[config.mk]
export PLATFORM = sky130hd
export DESIGN_NAME = csa_pipe_adder
export DESIGN_NICKNAME = d
export VERILOG_FILES = /design/src/rtl/csa_pipe_adder.sv
export SDC_FILE = /design/constraint.sdc
export NUM_CORES = 1
export LEC_CHECK = 0
export CELL_PAD_IN_SITES_DETAIL_PLACEMENT = 0
export CELL_PAD_IN_SITES_GLOBAL_PLACEMENT = 1
export CORE_MARGIN = 8
export CORE_UTILIZATION = 45
export DETAILED_ROUTE_END_ITERATION = 10
export PLACE_DENSITY_LB_ADDON = 0.2
export SYNTH_ARGS = -nofsm -noshare
export SYNTH_HDL_FRONTEND = slang
export SYNTH_SLANG_ARGS = --single-unit
export TNS_END_PERCENT = 10
[constraint.sdc]
create_clock -name clk -period 3 [get_ports clk]
set_input_delay 0.3 -clock clk [delete_from_list [all_inputs] [get_ports clk]]
set_output_delay 0.3 -clock clk [all_outputs]
set_load 0.01 [all_outputs]
[src/rtl/csa_pipe_adder.sv]
// Two-stage pipelined carry-select adder/subtractor with valid/ready on both ends.
// Stage 1 precomputes per-segment sums for both carry-in values; stage 2 resolves the select chain.
module csa_pipe_adder #(
  parameter int WIDTH = 16,
  parameter int BLOCK = 4
) (
  input  logic             clk,
  input  logic             rst_n,
  input  logic             in_valid,
  output logic             in_ready,
  input  logic [WIDTH-1:0] a,
  input  logic [WIDTH-1:0] b,
  input  logic             cin,
  input  logic             sub,
  output logic             out_valid,
  input  logic             out_ready,
  output logic [WIDTH-1:0] sum,
  output logic             cout,
  output logic             ovf
);

  localparam int NSEG = WIDTH / BLOCK;
  localparam logic [BLOCK:0] ONE = {{BLOCK{1'b0}}, 1'b1};

  generate
    if (WIDTH < 2 || (WIDTH % BLOCK) != 0) begin : g_bad_param
      $error("csa_pipe_adder: WIDTH must be >= 2 and a multiple of BLOCK");
    end
  endgenerate

  logic [WIDTH-1:0] bx;
  logic             c_eff;
  logic [WIDTH-1:0] s0_d, s1_d;
  logic [NSEG-1:0]  c0_d, c1_d;

  assign bx    = sub ? ~b : b;
  assign c_eff = sub | cin;

  for (genvar k = 0; k < NSEG; k++) begin : g_seg
    assign {c0_d[k], s0_d[k*BLOCK +: BLOCK]} =
      {1'b0, a[k*BLOCK +: BLOCK]} + {1'b0, bx[k*BLOCK +: BLOCK]};
    assign {c1_d[k], s1_d[k*BLOCK +: BLOCK]} =
      {1'b0, a[k*BLOCK +: BLOCK]} + {1'b0, bx[k*BLOCK +: BLOCK]} + ONE;
  end

  logic             s1_valid;
  logic [WIDTH-1:0] s0_q, s1_q;
  logic [NSEG-1:0]  c0_q, c1_q;
  logic             ceff_q, amsb_q, bmsb_q;
  logic             stage2_free, s1_load, s2_load;

  // in_ready looks through to out_ready: no skid buffer, so a full stall holds two ops.
  assign stage2_free = !out_valid || out_ready;
  assign in_ready    = !s1_valid || stage2_free;
  assign s1_load     = in_valid && in_ready;
  assign s2_load     = s1_valid && stage2_free;

  always_ff @(posedge clk or negedge rst_n) begin
    if (!rst_n) begin
      s1_valid <= 1'b0;
      s0_q     <= '0;
      s1_q     <= '0;
      c0_q     <= '0;
      c1_q     <= '0;
      ceff_q   <= 1'b0;
      amsb_q   <= 1'b0;
      bmsb_q   <= 1'b0;
    end else begin
      if (in_ready) s1_valid <= in_valid;
      if (s1_load) begin
        s0_q   <= s0_d;
        s1_q   <= s1_d;
        c0_q   <= c0_d;
        c1_q   <= c1_d;
        ceff_q <= c_eff;
        amsb_q <= a[WIDTH-1];
        bmsb_q <= bx[WIDTH-1];
      end
    end
  end

  logic [WIDTH-1:0] sum_d;
  logic             c_run;
  logic             ovf_d;

  always_comb begin
    sum_d = '0;
    c_run = ceff_q;
    for (int k = 0; k < NSEG; k++) begin
      sum_d[k*BLOCK +: BLOCK] = c_run ? s1_q[k*BLOCK +: BLOCK] : s0_q[k*BLOCK +: BLOCK];
      c_run = c_run ? c1_q[k] : c0_q[k];
    end
    ovf_d = (amsb_q == bmsb_q) && (sum_d[WIDTH-1] != amsb_q);
  end

  always_ff @(posedge clk or negedge rst_n) begin
    if (!rst_n) begin
      out_valid <= 1'b0;
      sum       <= '0;
      cout      <= 1'b0;
      ovf       <= 1'b0;
    end else begin
      if (stage2_free) out_valid <= s1_valid;
      if (s2_load) begin
        sum  <= sum_d;
        cout <= c_run;
        ovf  <= ovf_d;
      end
    end
  end

endmodule

# After elaboration in Yosys (flattened, before gate mapping)
# Cells that the tools add are included.
op_classes:
  muxes: 9
  bitwise_logic: 2
  n_eq_ne: 2
  n_reduce_logical: 7
  add_sub_neg: 8
ops:
  columns: ["operator", "count"]
  rows:
  - ["$add 4x4->5", 4]
  - ["$add 5x1->5 const B", 4]
  - ["$mux 16", 1]
  - ["$mux 4", 4]
  - ["$not 16->16", 1]
  - ["$mux 1", 4]
  - ["$logic_and 1x1->1", 3]
  - ["$logic_not 1->1", 2]
  - ["$logic_or 1x1->1", 2]
  - ["$eq 1x1->1", 1]
  - ["$ne 1x1->1", 1]
  - ["$or 1x1->1", 1]
word_totals:
  inputBits: 38
  ff_bits: 63
  output_inout_bits: 20

# Logic depth before layout (Yosys ltp)
logic_depth:
  ltp_word: 6
  ltp_mapped: 13

# Worst setup path before layout
# Ideal clock, no wire load.
synth_timing:
  path_type: "input-to-reg"
  startpoint: "input port sub"
  endpoint: "register c1_q[2]"
  t_arrival_ps: 2795
  n_path_buf: 2
  setup_ps: 133
  t_required_ps: 2867
  path_stages: 13
  path_slack_ps: 72
  cell_sequence: "clkbuf_1 clkbuf_1 xor2_1 ha_1 inv_1 fa_1 inv_1 ha_1 nand4_1 mux2i_1 a31oi_1 xor2_1 o21ai_0"
synth_via:
  elab_chain_cells: 3
synth_lines:
  columns: ["item", "line", "text"]
  rows:
  - ["start, declared", "14", "input logic sub,"]
  - ["$mux 16", "36", "assign bx = sub ? ~b : b;"]
  - ["$add 4x4->5", null, null]
  - ["net s0_d[9]", "33", "logic [WIDTH-1:0] s0_d, s1_d;"]
  - ["$add 5x1->5", "43", "{1'b0, a[k*BLOCK +: BLOCK]} + {1'b0, bx[k*BLOCK +: BLOCK]} + ONE;"]
  - ["end signal, assigned", "64", "c1_q <= '0;"]
  - ["end signal, assigned", "74", "c1_q <= c1_d;"]
  - ["end, declared", "48", "logic [NSEG-1:0] c0_q, c1_q;"]
# The timed path passes the listed nets, and every way through them passes these cells.
# A chain may end at the register's enable or synchronous reset.

# Final worst setup path
layout_timing:
  startpoint: "input port sub"
  endpoint: "register c1_q[3]"
# The elaborated chain is that of the path after synthesis.

==> reports/qor.yml <==
clocking:
  numClockSinks: 63
  clk_latency_ps: 330
  clkTransAtPathRegs_ps: 70
  cts_hold_buf: 0
  cts_tree: "yes"
  cts_root_buf: "clkbuf_8"
  cts_buffers: 9
  cts.path.max_buffers: 2
  htreeDepth: 3
  post_cts_buffers: 0
  cts.repair.resized: 0
sta:
  fmax_mhz: 387
  finalHoldViolations: 6
  finClkSkew_ps: 4.50
  holdWs_ps: -4.89
  slew_violations: 0
  setup_tns_ps: 0
  period_needed_ps: 2580
  worst_slew_pin_slew_ps: 665
  maxSlewHeadroom: 0.556
  rsz0062_at_grt: "no"
  final.period_utilization: 0.862
  finalSetupViolCount: 0
synth:
  synth_fp_nets: 393
  synth-xor-area-share: 0.0869
  postSynthCellCount: 331
  synth_simple_gate_area_frac: 0.101
  synth.largest_area_cell: "dfrtp_1"
  ys_seq_area_frac: 0.447
  ys_ff_latch: 63
  syn_area_per_cell_um2: 10.7
  synth_compound_area_frac: 0.109
  synth_top_family_by_area: "multiplexers"
  synthMuxAreaShare: 0.135
  synth_cell_types: 33
  yosys-top-cells-area: "dfrtp_1 (45%), ha_1 (7.1%), xor2_1 (6.5%)"
  synth_top_area_share: 0.447
  yosysWarnings: 0
  synthAdderAreaFrac: 0.0937
  netlist_area_um2: 3530
final_layout:
  area_growth_pct: 25.6
  final_cell_mix: "dfrtp_1 (63), clkdlybuf4s50_1 (56), nand2_1 (45)"
  layout.cells.non_filler: 500
  diodes: 0
  drive_gt1_frac: 0.123
  fillers: 692
  num-nets-final: 456
  layout_commonest_cell: "dfrtp_1"
status:
  violations: "negative hold slack"
  status: "complete, but fails checks"
floorplanning:
  io_pins: 58
  core_area_um2: 7650
  dieHeight_um: 105
  dieArea_um2: 10900
  rows: 32
  start_util: 0.461
  die_w_um: 105
detailed_routing:
  drc_errors: 0
  wl_met2_um: 2700
  top_layer: "met4"
  vias: 2441
  wl_met1_um: 3610
  ant_nets: 0
  drt_first_pass_iters: 4
  drt-initial-drc-count: 115
  viasPerCell: 4.88
  wl_per_cell_um: 13.5
  met3_length_um: 388
  wirelength_um: 6770
placed_design:
  dp_cells: 485
  io_buffers: 57
  gp_congestion: 0.781
  dp_hpwl_um: 5270
pwr:
  power.leakage_nw: 2.00
  power_mw: 3.14
  power_density_nw_per_um2: 709
  ir_drop_uv: 231
global_route:
  grt_util_all_layers: 0.134
  grt_pass1_wl_um: 12200
  grt.overflow.total: 0
  antenna_found_initial: 0
  grt_pass1_vias: 2519
  grt_max_degree: 51
setup_path:
  worst_setup_path_end_kind: "flip-flop"
  worstPathArrival_ps: 2790
  required_ps: 3210
  crit_type: "in2reg"
  cp_max_fo: 6
  startpoint_type: "input pin"
job:
  max_cap_violations: 0
hold_path:
  holdCritPathClass: "in2async"
worst paths after layout:
| check | endpoint | slack, ps | cells after the start | startpoint |
|---|---|---|---|---|
| worst min-delay path | s1_q[11]$_DFFE_PN0P_ | -5 | 1 | rst_n |
| min in group clk | sum[7]$_DFFE_PN0P_ | 470 | 2 | sum[7]$_DFFE_PN0P_ |
| max in group asynchronous | s0_q[1]$_DFFE_PN0P_ | 2120 | 2 | rst_n |
| worst max-delay path | c1_q[3]$_DFFE_PN0P_ | 420 | 12 | sub |
| worst min register to register | sum[7]$_DFFE_PN0P_ | 470 | 2 | sum[7]$_DFFE_PN0P_ |
| worst max register to register | cout$_DFFE_PN0P_ | 700 | 5 | ceff_q$_DFFE_PN0P_ |
flip-flops by register name, summed over array words and instances, names as in the netlist:
| register | flops |
|---|---|
| amsb_q | 1 |
| bmsb_q | 1 |
| c0_q | 4 |
| c1_q | 4 |
| ceff_q | 1 |
| cout | 1 |
| out_valid | 1 |
| ovf | 1 |
| s0_q | 16 |
| s1_q | 16 |
| s1_valid | 1 |
| sum | 16 |
cell usage after synthesis:
library cell  number
a31oi_1            3
inv_1              8
a21o_1             7
ha_1              20
fa_1               4
dfrtp_1           63
a211oi_1           2
mux2_4             1
nand4_1            2
xor2_1            26
o31ai_1            2
nand2b_1           5
o21ai_0           36
a221o_1            1
a21oi_1            8
buf_6              2
nand3_1            6
o21ai_1            4
o31a_1             1
nand2_1           46
nand3b_1           3
and4_1             1
nor2b_1            4
nor2_1             6
mux2i_4            2
o21a_1             1
mux2_2            20
clkbuf_1          12
o211ai_1           2
nor3_1             3
nand4b_1           2
xnor2_1            9
mux2i_1           19
stage by stage:
| stage | hold WS [ps] | util | instance area (µm²) | setup WS, ps |
|---|---|---|---|---|
| floorplan | 4.41 | - | 3530 | 72.0 |
| detailed placement | 385 | 0.554 | 4240 | 35.0 |
| finish | -4.89 | 0.580 | 4430 | 415 |
| global placement | 371 | 0.554 | 4240 | 124 |
| CTS | 17.6 | 0.580 | 4430 | 395 |
| global route | 47.6 | 0.580 | 4430 | 229 |
worst max-delay path, cell delays in order:
cell	delay [ps]
clkdlybuf4s50_1	660
xor2_1	180
ha_1	200
inv_1	60
fa_1	490
inv_1	60
ha_1	230
nand4b_1	120
mux2i_1	70
a31oi_1	200
xor2_1	160
o21ai_0	80
kinds of logic after synthesis:
family	after synthesis
AOI/OAI and AO/OA	67
buffers and inverters	22
xor gates and xnor gates	35
and+or+nand+nor	78
adders and majority gates	24
muxes	42
DFF	63
per-layer routing:
| metal | track usage | up-vias |
|---|---|---|
| met5 | 0 | - |
| met3 | 0.0485 | 5 |
| met2 | 0.179 | 54 |
| met4 | 0.0527 | 0 |
| li1 | - | 1276 |
| met1 | 0.191 | 1106 |
layout make-up:
type                            instances  area, µm²  share of cell area
Inverter                                8       30.0             0.00678
Clock buffer                           11        151              0.0342
Tap cell                              102        128              0.0288
Clock inverter                          4       45.0              0.0102
Timing Repair Buffer                   66        646               0.146
Multi-Input combinational cell        246       1860               0.419
Sequential cell                        63       1580               0.356
where the power goes:
group | leakage, nW | switching (mW) | total (mW) | internal [mW]
logic | 1.14 | 0.513 | 1.12 | 0.605
registers | 0.764 | 0.175 | 1.30 | 1.12
clock network | 0.105 | 0.304 | 0.724 | 0.420
Power figures use the tool's default switching activity.
